`src/rtl/calc_entry.sv`:
```
// Keypad operand/operator entry controller driving the BCD arithmetic unit.
// Optional backspace key (0xE) enabled by defining CALC_ENTRY_BACKSPACE_EN.
module calc_entry (
    input  logic        clk,
    input  logic        clear,
    input  logic        key_valid,
    input  logic [3:0]  key_code,
    output logic        key_ready,
    output logic [15:0] bcd1,
    output logic [15:0] bcd2,
    output logic [1:0]  op_selected,
    output logic [1:0]  alu_enable,
    output logic [1:0]  digit_count,
    output logic [1:0]  disp_sel
);

    typedef enum logic [1:0] {
        S_OP1,
        S_OP2,
        S_CALC,
        S_RESULT
    } state_t;

    localparam logic [3:0] K_ADD = 4'hA;
    localparam logic [3:0] K_SUB = 4'hB;
    localparam logic [3:0] K_EQ  = 4'hC;
    localparam logic [3:0] K_CE  = 4'hD;
    localparam logic [3:0] K_BS  = 4'hE;
    localparam logic [3:0] K_AC  = 4'hF;

    state_t      state_q, state_d;
    logic [15:0] bcd1_q, bcd1_d;
    logic [15:0] bcd2_q, bcd2_d;
    logic [1:0]  op_q, op_d;
    logic [1:0]  cnt_q, cnt_d;
    logic [1:0]  alu_q, alu_d;
    logic [1:0]  disp_q, disp_d;
    logic        ready_q, ready_d;

    logic        accept;
    logic        is_digit;
    logic        in_entry;
    logic [15:0] opnd;
    logic [15:0] opnd_new;
    logic        opnd_wr;
    logic [1:0]  key_op;

    assign accept   = key_valid && ready_q;
    assign is_digit = (key_code <= 4'd9);
    assign in_entry = (state_q == S_OP1) || (state_q == S_OP2);
    assign opnd     = (state_q == S_OP1) ? bcd1_q : bcd2_q;
    assign key_op   = (key_code == K_ADD) ? 2'b01 : 2'b10;

    always_comb begin
        state_d  = state_q;
        bcd1_d   = bcd1_q;
        bcd2_d   = bcd2_q;
        op_d     = op_q;
        cnt_d    = cnt_q;
        opnd_new = opnd;
        opnd_wr  = 1'b0;

        if (state_q == S_CALC) begin
            state_d = S_RESULT;
        end else if (accept && in_entry) begin
            if (is_digit) begin
                // No leading zeros and no growth past three digits.
                if (cnt_q != 2'd3 && !(cnt_q == 2'd0 && key_code == 4'd0)) begin
                    opnd_new = {4'h0, opnd[7:0], key_code};
                    opnd_wr  = 1'b1;
                    cnt_d    = cnt_q + 2'd1;
                end
            end else begin
                case (key_code)
                    K_ADD, K_SUB: begin
                        if (state_q == S_OP1) begin
                            op_d    = key_op;
                            bcd2_d  = 16'h0;
                            cnt_d   = 2'd0;
                            state_d = S_OP2;
                        end else if (cnt_q == 2'd0) begin
                            op_d = key_op;
                        end
                    end
                    K_EQ: begin
                        if (state_q == S_OP2) state_d = S_CALC;
                    end
                    K_CE: begin
                        opnd_new = 16'h0;
                        opnd_wr  = 1'b1;
                        cnt_d    = 2'd0;
                    end
`ifdef CALC_ENTRY_BACKSPACE_EN
                    K_BS: begin
                        if (cnt_q != 2'd0) begin
                            opnd_new = {8'h0, opnd[11:4]};
                            opnd_wr  = 1'b1;
                            cnt_d    = cnt_q - 2'd1;
                        end
                    end
`endif
                    K_AC: begin
                        state_d = S_OP1;
                        bcd1_d  = 16'h0;
                        bcd2_d  = 16'h0;
                        op_d    = 2'b00;
                        cnt_d   = 2'd0;
                    end
                    default: ;
                endcase
            end
            if (opnd_wr) begin
                if (state_q == S_OP1) bcd1_d = opnd_new;
                else bcd2_d = opnd_new;
            end
        end else if (accept && state_q == S_RESULT) begin
            if (is_digit) begin
                state_d = S_OP1;
                bcd1_d  = {12'h0, key_code};
                bcd2_d  = 16'h0;
                op_d    = 2'b00;
                cnt_d   = (key_code == 4'd0) ? 2'd0 : 2'd1;
            end else if (key_code == K_CE || key_code == K_AC) begin
                state_d = S_OP1;
                bcd1_d  = 16'h0;
                bcd2_d  = 16'h0;
                op_d    = 2'b00;
                cnt_d   = 2'd0;
            end
        end

        // Strobes and display select are registered from the next state.
        alu_d   = (state_d == S_CALC) ? 2'b01 : 2'b00;
        ready_d = (state_d != S_CALC);
        case (state_d)
            S_OP1:   disp_d = 2'b00;
            S_OP2:   disp_d = 2'b01;
            default: disp_d = 2'b10;
        endcase
    end

    always_ff @(posedge clk) begin
        if (!clear) begin
            state_q <= S_OP1;
            bcd1_q  <= 16'h0;
            bcd2_q  <= 16'h0;
            op_q    <= 2'b00;
            cnt_q   <= 2'd0;
            alu_q   <= 2'b00;
            disp_q  <= 2'b00;
            ready_q <= 1'b1;
        end else begin
            state_q <= state_d;
            bcd1_q  <= bcd1_d;
            bcd2_q  <= bcd2_d;
            op_q    <= op_d;
            cnt_q   <= cnt_d;
            alu_q   <= alu_d;
            disp_q  <= disp_d;
            ready_q <= ready_d;
        end
    end

    assign key_ready   = ready_q;
    assign bcd1        = bcd1_q;
    assign bcd2        = bcd2_q;
    assign op_selected = op_q;
    assign alu_enable  = alu_q;
    assign digit_count = cnt_q;
    assign disp_sel    = disp_q;

endmodule

```
`config.mk`:
```
export PLATFORM = sky130hd
export DESIGN_NAME = calc_entry
export DESIGN_NICKNAME = d
export VERILOG_FILES = /design/src/rtl/calc_entry.sv
export SDC_FILE = /design/constraint.sdc
export NUM_CORES = 1
export LEC_CHECK = 0
export BUFFER_PORTS_ARGS = -buffer_cell sky130_fd_sc_hd__buf_2
export CAP_MARGIN = 20
export CELL_PAD_IN_SITES_DETAIL_PLACEMENT = 1
export CELL_PAD_IN_SITES_GLOBAL_PLACEMENT = 2
export CORE_MARGIN = 3
export CORE_UTILIZATION = 30
export CTS_BUF_LIST = sky130_fd_sc_hd__clkbuf_8 sky130_fd_sc_hd__clkbuf_16
export CTS_CLUSTER_DIAMETER = 60
export DETAILED_ROUTE_END_ITERATION = 10
export PLACE_DENSITY = 0.87
export SKIP_CTS_REPAIR_TIMING = 1
export SYNTH_ARGS = -nofsm -noshare
export SYNTH_HDL_FRONTEND = slang
export SYNTH_SLANG_ARGS = --single-unit
```
`constraint.sdc`:
```
create_clock -name clk -period 2.21 [get_ports clk]
set_input_delay 0.1105 -clock clk [delete_from_list [all_inputs] [get_ports clk]]
set_output_delay 0.1105 -clock clk [all_outputs]
set_load 0.02 [all_outputs]
```
# Word-level counts from Yosys, hierarchy flattened
# Index checks and enable logic that the tools add are counted.
# classes
n_lt_le_gt_ge	1
n_reduce_logical	19
n_eq_ne	18
muxes	53
n_bitwise	1
n_addsub	1
# op_table
op	count
$mux W16	19
$mux W2	22
$pmux W16 S2	1
$eq A4 B4 Y1 const B	5
$pmux W2 S2	3
$reduce_and A6 Y1	2
$ne A4 B4 Y1 const B	2
$mux W1	7
$eq A2 B2 Y1 const B	3
$logic_not A2 Y1	3
$ne A2 B2 Y1 const B	3
$pmux W2 S3	1
$logic_and A1 B1 Y1	5
$eq A2 B1 Y1 const B	2
$le A4 B4 Y1 const B	1
$logic_not A4 Y1	1
$ne A4 B3 Y1 const B	1
$reduce_or A2 Y1	2
$ne A3 B1 Y1 const B	1
$ne A3 B2 Y1 const B	1
$reduce_and A3 Y1	1
$reduce_bool A3 Y1	1
$add A2 B1 Y2 const B	1
$logic_or A1 B1 Y1	2
3 further kinds	3
# word_totals
reg_bits	43

# Logic depth before layout (Yosys ltp)
# depth
ltp_word	10
mapped_depth	7
mapped_depth_nobuf	6

# Least setup slack after synthesis
# No wires, ideal clock.
# synth_path
kind	register to register
start	register cnt_q[0], in the netlist digit_count[0]
end	register cnt_q[0], in the netlist digit_count[0]
setup_slack_ps	315
synth_period_minus_slack_ps	1895
t_arrival_ps	1824
stages_incl_launch_ff	7
cell_sequence	dfxtp_1 > inv_1 > ha_1 > a211oi_2 > nor3_2 > or4_1 > a21oi_1
# synth_via
elab_chain_len	6
# synth_lines
element	line_no	source
start: declaration	35	logic [1:0] cnt_q, cnt_d;
start signal: assignment	157	cnt_q <= cnt_d;
$logic_not A2 Y1	68	if (cnt_q != 2'd3 && !(cnt_q == 2'd0 && key_code == 4'd0)) begin
$logic_and A1 B1 Y1	68	
$logic_not A1 Y1	68	
$logic_and A1 B1 Y1	68	
$ne A3 B2 Y1 (no source line)	-	
$reduce_and A6 Y1 (no source line)	-	
# Several ways; a longest one is shown, not always the timed one. The select of a mux whose other input is x is not followed.
# A chain may end at the register's enable or synchronous reset.

# Final worst setup path
# layout_path
start	register cnt_q[0], in the netlist digit_count[0]
end	register bcd1_q[7], in the netlist bcd1[7]
# layout_via
elab_chain_len	10
# layout_lines
element	line_no	source
$logic_not A2 Y1	68	
$logic_and A1 B1 Y1	68	
$logic_not A1 Y1	68	
$logic_and A1 B1 Y1 (*)	68	
$mux W1	68	
$mux W1	66	if (is_digit) begin
$mux W1	65	end else if (accept && in_entry) begin
$mux W1	63	if (state_q == S_CALC) begin
$mux W16 (*)	112	if (opnd_wr) begin
$mux W16 (*)	65	
end signal: assignment	145	bcd1_q <= 16'h0;
end signal: assignment	154	bcd1_q <= bcd1_d;
end: declaration	32	logic [15:0] bcd1_q, bcd1_d;
# Every way passes the cells marked *; elsewhere a longest branch is shown, timed or not. The select of a mux whose other input is x is not followed.

==> metrics.csv <==
stage;metric;value;unit
status;status;finished clean;
drt;initial drt markers;90;
yosys;Syn Nets;243;
placed_design;Place WS;0.248;ns
global_routing;Remaining Overflow, GRT;0;
cts;clk buf depth;2;
setup_path;crit path cell chain;inv_1 -> ha_1 -> a31oi_1 -> o2111a_1 -> o31a_1 -> o22ai_1;
setup_path;worst flop-to-flop path endpoint;bcd1[7]$_SDFFE_PN0P_;
yosys;Compound-Gate Fraction of Synth Area;28.7;%
yosys;Seq/Total Area, Yosys;42.8;%
finish;nets;290;
setup_path;flop2flop setup slack;0.21;ns
yosys;gate count after technology mapping;234;
global_routing;GR Util met3;3.03;%
setup_path;Critical Setup Path Class;reg2reg;
drt;via total after detailed routing;1937;
yosys;ys async rst share;0;%
global_routing;initial antenna violation count;0;
flow_run;max_cap viols;0;
placed_design;GPL Wtd Cong;0.859;
finish;most frequent cells in the layout;buf_2 (46), dfxtp_1 (42), nand2_1 (30);
setup_path;Required @ worst endpoint;2.38;ns
cts;CTS tree;yes;
sta;Tcrit/Tclk final;90.4;%
power;PwrDens;622;nW/um2
global_routing;Overall Global Routing Usage;15.0;%
global_routing;met1 usage;20.6;%
power;Clock power frac;33.0;%
yosys;post-synthesis adder-cell area fraction;1.27;%
global_routing;gr busiest metal;met2;
yosys;ys flop type;dfxtp_1;
yosys;XOR/XNOR Fraction of Synth Area;0;%
finish;commonest non-fill, non-tap cell in the layout;buf_2;
yosys;Mean Syn Cell Area;8.40;um2
die;chip height;86.9;um
yosys;synthesized area;1970;um2
drt;Vias/cell;5.43;
yosys;top cells by area, synth;dfxtp_1 (43%), nand2_1 (5.7%), a21oi_1 (5.3%);
placed_design;dpl cell area;2280;um2
yosys;register bit total from synthesis;42;
setup_path;CP max FO;9;
sta;final hold violations;0;
sta;min cycle time layout;2.00;ns
setup_path;largest stage delay on the critical path;0.40;ns
power;Pleak;0.000992;uW
sta;final hold slack;0.197;ns
yosys;Simple-Gate Fraction of Synth Area;20.6;%
power;sequential share of power;53.0;%
die;Die W;86.9;um
sta;Worst Skew;0.00785;ns
yosys;EDFF count, synth;0;
yosys;Yosys top cell by area;dfxtp_1;
drt;DRC;0;
die;initial core utilization;32.1;%
global_routing;met2 usage in global routing;24.2;%
worst_hold_path;worst hold endpoint;digit_count[1]$_SDFFE_PN0P_;
sta;RSZ-0062 raised after global routing;false;
finish;Finished Cell Area;2370;um2
power;Sw Pwr;419;uW
sta;Final setup viols;0;
cts;CTS buffer count;5;
worst_hold_path;hold_sp;clear;
die;top-level I/O count;48;
setup_path;reg2reg start;digit_count[0]$_SDFFE_PN0P_;
die;core region area;6130;um2
power;Int Power;1060;uW
global_routing;largest net degree at the start of global routing;25;
global_routing;first-pass GRT wire length;9270;um
die;row cnt;28;
sta;fmax;500;MHz
cts;Reg clk slew, reported paths;0.08;ns
setup_path;Critical Path AT;2.17;ns
cts;H-Tree Depth;2;
drt;1st-pass router iterations;4;
power;Comb power frac;14.0;%
worst_hold_path;Hold Crit Depth;3;
yosys;largest family of logic cells by synthesized area;compound AO/OA/AOI/OAI gates;
cts;clock latency on the worst-skew pair;0.29;ns
drt;final wirelength;5470;um
finish;number of diodes;0;
cts;CTS sink cnt;42;
cts;Clock Tree Root;clkbuf_8;
worst_hold_path;Worst Hold Class;in2reg;
setup_path;slowest library cell on the worst path;dfxtp_1;
yosys;Synth warnings;0;
sta;setup tns final;0;ns
yosys;mux share of post-synthesis cell area;1.08;%
setup_path;Worst setup SP type;register;
finish;layout cells sized above 1;24.5;%
yosys;Synth top area share;42.8;%
die;die footprint;7560;um2
global_routing;vias in the first global route;1854;
power;switching share of power;28.4;%
setup_path;Crit. End Element;register;
drt;drt wl/cell;15.3;um
placed_design;hpwl dp;4070;um
finish;Layout area overhead;20.6;%
yosys;post-synth cell types;50;
sta;Final WS setup;0.212;ns
placed_design;buffers added on ports;46;
setup_path;R2R depth;6;
power;Peak VDD IR;0.218;mV
drt;antenna-violating nets left;0;
sta;Slew Limit Fails;0;
[metal layers]
layer | vias up | share of wire [%]
li1 | 960 | -
met4 | 0 | 0.38
met2 | 44 | 47
met3 | 2 | 4.6
met1 | 931 | 48
met5 | - | 0
[sequential cells by signal, indices dropped and copies added (netlist names)]
signal and count:
alu_enable 1, bcd1 16, key_ready 1, bcd2 16, op_selected 2, disp_sel 2
state_q 2, digit_count 2
[worst max-delay path: cells and delay by family, from the launching register on]
kind / cells / cell delay [ns]
buffers and inverters: 1 / 0.06
AO/OA/AOI/OAI: 4 / 1.10
flip-flops: 1 / 0.40
adder cells (fa/ha/maj): 1 / 0.31
[cell type report]
| class | instances | area [um2] |
|---|---|---|
| inverters | 9 | 33.8 |
| repair buffers | 55 | 298 |
| clock buffers | 5 | 68.8 |
| flip-flops and latches | 42 | 841 |
| clock inverters | 3 | 17.5 |
| multi-input cells | 168 | 1020 |
| fillers | 758 | 3760 |
| well taps | 75 | 93.8 |
[metrics by stage]
step / util [%] / cells / total power (uW)
floorplan: - / 234 / 942
global placement: 37.3 / 349 / 1000
detailed placement: 37.3 / 349 / 1010
CTS: 38.7 / 357 / 1490
global route: 38.7 / 357 / 1550
finish: 38.7 / 357 / 1470
[power by group through the flow]
stage	clock network, uW	registers (uW)	logic [uW]
floorplan	0	809	133
global placement	0	799	204
detailed placement	0	799	206
CTS	502	781	207
global route	539	784	228
finish	487	781	206
[kinds of logic (layout without fill, tap and decap cells)]
logic type               Yosys count  count (layout)
adder cells (fa/ha/maj)            2               2
multiplexers                       2               2
AND/OR/NAND/NOR                   82              82
buffers and inverters             24              72
AO/OA/AOI/OAI                     81              81
other                              1               1
flip-flops                        42              42
[synth_stat cells, types with 4 or more instances]
| cell | count |
|---|---|
| a211oi_1 | 9 |
| a21oi_1 | 21 |
| a31oi_1 | 4 |
| and3_1 | 5 |
| buf_2 | 4 |
| clkbuf_1 | 9 |
| dfxtp_1 | 42 |
| inv_1 | 9 |
| nand2_1 | 30 |
| nand3_1 | 6 |
| nor2_1 | 18 |
| o21ai_0 | 10 |
| o22ai_1 | 9 |
[worst max path at each step]
stage | start | endpoint | slack [ns]
CTS | state_q[0]$_SDFF_PN0_ | digit_count[0]$_SDFFE_PN0P_ | 0.23
floorplan | digit_count[0]$_SDFFE_PN0P_ | digit_count[0]$_SDFFE_PN0P_ | 0.32
global route | digit_count[0]$_SDFFE_PN0P_ | bcd1[5]$_SDFFE_PN0P_ | 0.08
global placement | digit_count[0]$_SDFFE_PN0P_ | bcd1[13]$_SDFFE_PN0P_ | 0.29
finish | digit_count[0]$_SDFFE_PN0P_ | bcd1[7]$_SDFFE_PN0P_ | 0.21
detailed placement | state_q[0]$_SDFF_PN0_ | digit_count[0]$_SDFFE_PN0P_ | 0.25
(Power assumes the default switching activity.)
